--- src/rtl/cga_pkg.sv ---
// Shared types and constants for the CGA video RAM arbiter.
package cga_pkg;

    localparam int         VRAM_AW     = 19;
    localparam logic [4:0] FB_BASE_DEF = 5'b10111;

    typedef enum logic [1:0] {
        IDLE,
        WAIT,
        ACC,
        DONE
    } state_t;

endpackage

--- src/rtl/isa_strobe_sync.sv ---
// Two-flop synchroniser for an active-low ISA strobe; resets to the inactive level.
module isa_strobe_sync (
    input  logic clk,
    input  logic reset,
    input  logic strobe_l_i,
    output logic strobe_l_o
);

    logic meta_q;
    logic sync_q;

    always_ff @(posedge clk or posedge reset) begin
        if (reset) begin
            meta_q <= 1'b1;
            sync_q <= 1'b1;
        end else begin
            meta_q <= strobe_l_i;
            sync_q <= meta_q;
        end
    end

    assign strobe_l_o = sync_q;

endmodule

--- src/rtl/cga_vram_arbiter.sv ---
// Shares the CGA VRAM port between display fetches and CPU cycles in the B8000 window.
// Define CGA_SNOW_EN to let CPU slots pre-empt display fetches (authentic CGA snow).
module cga_vram_arbiter
    import cga_pkg::*;
#(
    parameter logic [4:0] FB_BASE    = FB_BASE_DEF,
    parameter int         RD_LATENCY = 1,
    parameter logic [7:0] MAX_WAIT   = 8'd63
) (
    input  logic               clk,
    input  logic               reset,
    input  logic [19:0]        bus_a,
    input  logic               bus_memr_l,
    input  logic               bus_memw_l,
    input  logic [7:0]         bus_d,
    output logic [7:0]         bus_out,
    output logic               bus_dir,
    output logic               bus_rdy,
    input  logic [4:0]         clk_seq,
    input  logic               isa_op_enable,
    input  logic               disp_read,
    input  logic [VRAM_AW-1:0] disp_addr,
    output logic [VRAM_AW-1:0] ram_a,
    output logic               ram_we_l,
    input  logic [7:0]         ram_d,
    output logic [7:0]         ram_dout,
    output logic               snow,
    output logic               timeout
);

    localparam logic [1:0] ACC_LAST_RD = 2'(RD_LATENCY);

    state_t      state_q, state_d;
    logic [14:0] addr_q, addr_d;
    logic [7:0]  wdata_q, wdata_d;
    logic        is_wr_q, is_wr_d;
    logic [7:0]  wait_cnt_q, wait_cnt_d;
    logic [1:0]  acc_cnt_q, acc_cnt_d;
    logic [7:0]  bus_out_q, bus_out_d;
    logic        timeout_q, timeout_d;

    logic memr_s, memw_s;
    logic cs, grant, abort, acc_last, in_acc;

    // Slot timing reaches us through isa_op_enable; the phase count is carried for the interface only.
    logic unused_clk_seq;
    assign unused_clk_seq = ^clk_seq;

    isa_strobe_sync u_sync_memr (
        .clk        (clk),
        .reset      (reset),
        .strobe_l_i (bus_memr_l),
        .strobe_l_o (memr_s)
    );

    isa_strobe_sync u_sync_memw (
        .clk        (clk),
        .reset      (reset),
        .strobe_l_i (bus_memw_l),
        .strobe_l_o (memw_s)
    );

    assign cs       = (bus_a[19:15] == FB_BASE);
    assign abort    = is_wr_q ? memw_s : memr_s;
    assign acc_last = is_wr_q | (acc_cnt_q == ACC_LAST_RD);
    assign in_acc   = (state_q == ACC);

`ifdef CGA_SNOW_EN
    logic contend_q, contend_d;
    assign grant = isa_op_enable;
`else
    assign grant = isa_op_enable & ~disp_read;
`endif

    always_ff @(posedge clk or posedge reset) begin
        if (reset) begin
            state_q    <= IDLE;
            addr_q     <= '0;
            wdata_q    <= '0;
            is_wr_q    <= 1'b0;
            wait_cnt_q <= '0;
            acc_cnt_q  <= '0;
            bus_out_q  <= '0;
            timeout_q  <= 1'b0;
`ifdef CGA_SNOW_EN
            contend_q  <= 1'b0;
`endif
        end else begin
            state_q    <= state_d;
            addr_q     <= addr_d;
            wdata_q    <= wdata_d;
            is_wr_q    <= is_wr_d;
            wait_cnt_q <= wait_cnt_d;
            acc_cnt_q  <= acc_cnt_d;
            bus_out_q  <= bus_out_d;
            timeout_q  <= timeout_d;
`ifdef CGA_SNOW_EN
            contend_q  <= contend_d;
`endif
        end
    end

    always_comb begin
        state_d    = state_q;
        addr_d     = addr_q;
        wdata_d    = wdata_q;
        is_wr_d    = is_wr_q;
        wait_cnt_d = wait_cnt_q;
        acc_cnt_d  = acc_cnt_q;
        bus_out_d  = bus_out_q;
        timeout_d  = 1'b0;
`ifdef CGA_SNOW_EN
        contend_d  = contend_q;
`endif
        case (state_q)
            IDLE: begin
                if ((~memr_s | ~memw_s) & cs) begin
                    addr_d     = bus_a[14:0];
                    wdata_d    = bus_d;
                    is_wr_d    = ~memw_s;
                    wait_cnt_d = '0;
                    state_d    = WAIT;
                end
            end
            WAIT: begin
                if (abort) begin
                    state_d = IDLE;
                end else if (grant) begin
                    acc_cnt_d = '0;
                    state_d   = ACC;
`ifdef CGA_SNOW_EN
                    contend_d = disp_read;
`endif
                end else begin
                    // Saturating count gives a single timeout pulse per stalled cycle.
                    if (wait_cnt_q != MAX_WAIT) begin
                        wait_cnt_d = wait_cnt_q + 8'd1;
                    end
                    timeout_d = (wait_cnt_q == MAX_WAIT - 8'd1);
                end
            end
            ACC: begin
                if (acc_last) begin
                    if (!is_wr_q) begin
                        bus_out_d = ram_d;
                    end
                    state_d = DONE;
                end else begin
                    acc_cnt_d = acc_cnt_q + 2'd1;
                end
            end
            DONE: begin
                if (memr_s & memw_s) begin
                    state_d = IDLE;
                end
            end
            default: state_d = IDLE;
        endcase
    end

    assign ram_a    = in_acc ? {{(VRAM_AW-15){1'b0}}, addr_q} : disp_addr;
    assign ram_we_l = ~(in_acc & is_wr_q);
    assign ram_dout = (in_acc & is_wr_q) ? wdata_q : 8'h00;
    // Raw strobes pull ready low before the synchronisers see the cycle.
    assign bus_rdy  = ~(cs & (~bus_memr_l | ~bus_memw_l)) | (state_q == DONE);
    assign bus_dir  = (state_q == DONE) & ~is_wr_q;
    assign bus_out  = bus_out_q;
    assign timeout  = timeout_q;

`ifdef CGA_SNOW_EN
    assign snow = in_acc & (disp_read | (contend_q & (acc_cnt_q == 2'd0)));
`else
    assign snow = in_acc & disp_read;
`endif

endmodule

--- config.mk ---
export PLATFORM = sky130hd
export DESIGN_NAME = cga_vram_arbiter
export DESIGN_NICKNAME = d
export VERILOG_FILES = /design/src/rtl/cga_pkg.sv /design/src/rtl/isa_strobe_sync.sv /design/src/rtl/cga_vram_arbiter.sv
export SDC_FILE = /design/constraint.sdc
export NUM_CORES = 1
export LEC_CHECK = 0
export BUFFER_PORTS_ARGS = -buffer_cell sky130_fd_sc_hd__buf_2
export CORE_MARGIN = 3
export CORE_UTILIZATION = 25
export CTS_CLUSTER_SIZE = 40
export DETAILED_ROUTE_END_ITERATION = 16
export SYNTH_ARGS = -nofsm -noshare
export SYNTH_HDL_FRONTEND = slang
export SYNTH_SLANG_ARGS = --single-unit
--- constraint.sdc ---
create_clock -name clk -period 3.58 [get_ports clk]
set_input_delay 0.716 -clock clk [delete_from_list [all_inputs] [get_ports clk]]
set_output_delay 0.716 -clock clk [all_outputs]
set_load 0.005 [all_outputs]
**After elaboration in Yosys (flattened, before gate mapping)**

Index checks and enable logic that the tools add are counted.

- Add/sub/neg operators: 2
- Reductions and logical operators: 8
- Bitwise gates (word level): 19
- Muxes and demuxes: 21
- Equality and inequality tests: 16

Operator list:

| cell | count |
|---|---|
| $mux 8 | 5 |
| $mux 19 | 1 |
| $mux 2 | 8 |
| $ne 2x2->1 const B | 8 |
| $pmux 8 s2 | 1 |
| $add 8x1->8 const B | 1 |
| $eq 8x6->1 const B | 1 |
| $ne 8x6->1 const B | 1 |
| $not 1->1 | 8 |
| $pmux 2 s4 | 1 |
| $reduce_and 4->1 | 2 |
| $and 1x1->1 | 7 |
| $eq 5x5->1 const B | 1 |
| $reduce_and 5->1 | 1 |
| $eq 2x1->1 const B | 2 |
| $eq 2x2->1 const B | 2 |
| $mux 1 | 4 |
| $or 1x1->1 | 4 |
| $pmux 2 s2 | 1 |
| $reduce_bool 2->1 | 2 |
| $ne 3x3->1 const B | 1 |
| $reduce_and 3->1 | 1 |
| $add 2x1->2 const B | 1 |
| $logic_not 2->1 | 1 |
| $reduce_and 2->1 | 1 |

- Output and inout port bits: 40
- Word-level logic and storage cells: 78
- Register bits after elaboration: 49
- Input port bits: 66

**Depth between registers and ports, before layout**

- Depth in word-level cells: 5
- Depth in mapped cells: 6
- Mapped depth without buffers: 5

**Modules after synthesis**

From an unflattened synthesis, not the netlist that was laid out.

- Cells, all modules: 220
- Area, all modules: 2352.3 um2

By module, submodules not included:

| module | times used | area an instance (um2) | cells an instance | seq. area each (um2) |
|---|---|---|---|---|
| cga_vram_arbiter | 1 | 2239.6 | 214 | 1126.1 |
| isa_strobe_sync | 2 | 56.3 | 3 | 52.6 |

**Worst setup path after synthesis**

Ideal clock, no wire load.

- Kind: register -> output
- Start: register state_q[0]
- End: output port ram_a[10]
- Cell stages (with the launch flop): 7
- Data required time: 2.864 ns
- Path buffers: 3
- Path slack: 1.467 ns
- Arrival time: 1.397 ns
- Cells stage by stage: dfrtp_1 -> clkbuf_1 -> nand2b_1 -> clkbuf_1 -> clkbuf_1 -> nand2_1 -> nand2_1

- Cells in the longest elaborated chain, start to end: 2

Ends and longest elaborated chain:

| what | RTL line | RTL |
|---|---|---|
| start: declaration | cga_vram_arbiter.sv:33 | `state_t state_q, state_d;` |
| start signal: assignment | cga_vram_arbiter.sv:89 | `state_q <= state_d;` |
| $eq 2x2->1 | cga_vram_arbiter.sv:66 | `assign in_acc = (state_q == ACC);` |
| $mux 19 | cga_vram_arbiter.sv:161 | `assign ram_a = in_acc ? {{(VRAM_AW-15){1'b0}}, addr_q} : disp_addr;` |
| end: declaration | cga_vram_arbiter.sv:23 | `output logic [VRAM_AW-1:0] ram_a,` |

No other way between the ends.

**Worst setup path after layout**

- Start: register state_q[0]
- End: output port ram_a[17]

Same word-level chain as after synthesis.

==> reports/results.tsv <==
metric	value	unit
path_buf_inv	1	
via_per_inst	4.60	
status	complete, no violations	
maxCapViolations	0	
min_path_cells	0	
synth_ff_type	dfrtp_1	
drt-total-wl	5.41	mm
netlist_area	2330	sq um
maxSlewHeadroom	31.8	%
slew_viol_final	0	
gp_congestion	0.731	
drt-initial-drc-count	85	
hpwl	3.90	mm
hold_path_class	reg2reg	
powerDensity	693	nW/um^2
cts-resized-gates	0	
grt_pass1_wl	8.80	mm
hold-worst-slack	362	ps
die-area	10500	sq um
final_cell_mix	100 x buf_2, 53 x nand2_1, 45 x dfrtp_1	
place_inst	421	
die_h	103	um
antennaDiodeCount	0	
criticalPathCategory	reg2out	
start_util	26.2	%
cp_max_fo	21	
final-instance-count-excl-fill	429	
internal-power	1.44	mW
crit_chain	nand2b_1 -> and2_1 -> buf_2	
ys_seq_elements	49	
clk_pin_slew_worst_paths	100	ps
cp_top_family	simple AND/OR/NAND/NOR gates	
p_sw	0.702	mW
rsz0062_at_grt	no	
critPathCaptureType	output port	
fillCellCount	897	
start_kind	flop	
crit_slowest_cell	nand2b_1	
post-route-util	34.7	%
cts_tree	yes	
vdd_drop_max	307	uV
seq_power_share	43.9	%
grt_max_degree	50	
syn2layout_area_growth	32.5	%
synth-async-reset-ratio	100	%
fin_setup_tns	0	ps
hold_buffers	0	
rr_worst_depth	4	
syn_nets	289	
ant_nets	0	
finalSetupViolCount	0	
min_period_over_period	72.8	%
antenna_found_initial	0	
clock_sinks	49	
h-tree-depth	2	
vias	1974	
io_pins	106	
grt_use_total	10.6	%
synth.avg_cell_area	10.6	sq um
pre_cts_ws	1190	ps
cts-buffers-inserted	5	
drc	0	
fmax	384	MHz
coreArea	8890	sq um
clk-insertion-delay-late	300	ps
holdPathEnd	u_sync_memw.strobe_l_o$_DFF_PP1_	
swShare	32.8	%
tightestPinTransition	1020	ps
synth_seq_area_share	52.8	%
r2r_slack	1220	ps
yosysWarningCount	0	
clockBufferDepth	2	
leakage	1.63	nW
required	2860	ps
die_x	103	um
timing.rr.start	is_wr_q$_DFFE_PP0P_	
final_area	3090	sq um
row_count	34	
io_buffer_count	100	
cts_setup_buffers	0	
final_hold_viol_count	0	
total_power	2.14	mW
drive_above_1_share	47.4	%
p_clk_share	22.3	%
cts-root-buf	clkbuf_8	
place_area	2950	sq um
fin_ws	975	ps
min_from	u_sync_memw.meta_q$_DFF_PP1_	
period_needed	2600	ps
grt_overflow	0	
finalClockSkew	7.78	ps
syn_inst	220	
nets	389	
power_frac_comb	33.8	%
first_pass_iters	4	
synth.distinct_cells	33	
wl_per_cell	12.6	um
synth_edf_count	0	
arrival	1890	ps
r2r_end	wait_cnt_q[7]$_DFFE_PP0P_	
grt_pass1_vias	1883	
final_common_cell	buf_2	
max_stage_delay	600	ps
[worst max path at each step]
stage                           start                      to  slack [ps]  cells past startpoint
2_1_floorplan  state_q[0]$_DFFE_PP0P_               ram_a[10]        1470                      6
3_3_place_gp   state_q[0]$_DFFE_PP0P_  bus_out[1]$_DFFE_PP0P_        1250                      3
3_5_place_dp   state_q[0]$_DFFE_PP0P_  bus_out[0]$_DFFE_PP0P_        1190                      3
4_1_cts        state_q[0]$_DFFE_PP0P_               ram_a[17]         910                      3
5_1_grt        state_q[0]$_DFFE_PP0P_               ram_a[11]         770                      4
6_report       state_q[0]$_DFFE_PP0P_               ram_a[17]         980                      3
[cells in the mapped netlist, drive strengths merged (3+ instances only)]
library cell | n | area share (%)
nand2 | 53 | 8.5
dfrtp | 45 | 48
mux2 | 33 | 16
and3 | 11 | 3.0
clkbuf | 9 | 1.4
inv | 6 | 0.97
a21oi | 5 | 1.1
and2 | 5 | 1.3
nand3 | 5 | 1.1
nor2 | 5 | 0.81
o31ai | 5 | 1.6
dfstp | 4 | 4.5
ha | 3 | 1.6
nand4 | 3 | 0.81
nor3 | 3 | 0.64
o21ai | 3 | 0.64
[worst register-to-register path, delay by kind of cell, from the launching register on]
family / cells / cell delay, ps
AO/OA/AOI/OAI: 2 / 680
flip-flops: 1 / 700
multiplexers: 1 / 370
AND/OR/NAND/NOR: 1 / 540
[routing by layer]
layer	GRT usage, %	vias to the layer above	share of wire [%]
met1	13.8	935	45
met3	2.91	6	7.4
li1	-	963	-
met2	17.5	70	47
met5	0	-	0
met4	2.72	0	0.94
[power groups by stage]
stage,Clock [mW],Combinational (mW),Sequential (mW)
floorplan,0,0.497,0.898
finish,0.477,0.723,0.940
CTS,0.500,0.742,0.942
global route,0.518,0.827,0.976
global placement,0,0.721,0.940
detailed placement,0,0.743,0.949
[state kept, by name, summed over array words and instances, names as in the netlist, named ones only]
name,count
u_sync_memw.strobe_l_o,1
u_sync_memr.strobe_l_o,1
state_q,1
wdata_q,8
timeout,1
acc_cnt_q,2
u_sync_memw.meta_q,1
wait_cnt_q,8
bus_out,8
addr_q,15
u_sync_memr.meta_q,1
is_wr_q,1
[layout make-up]
cell class / instances / area, sq um / share of cell area (%)
Sequential cell: 49 / 1230 / 39.9
Tap cell: 108 / 135 / 4.38
Clock inverter: 3 / 68.8 / 2.23
Inverter: 6 / 22.5 / 0.730
Multi-Input combinational cell: 156 / 1040 / 33.8
Timing Repair Buffer: 102 / 515 / 16.7
Clock buffer: 5 / 68.8 / 2.23
[logic make-up (layout without fill, tap and decap cells)]
group,after synthesis,after routing,share of synthesized area [%]
multiplexers,33,33,16.1
adder cells (fa/ha/maj),3,3,1.61
AND/OR/NAND/NOR,99,99,20.8
AO/OA/AOI/OAI,21,21,6.23
flip-flops,49,49,52.8
buffers and inverters,15,116,2.42
(Power assumes the default switching activity.)
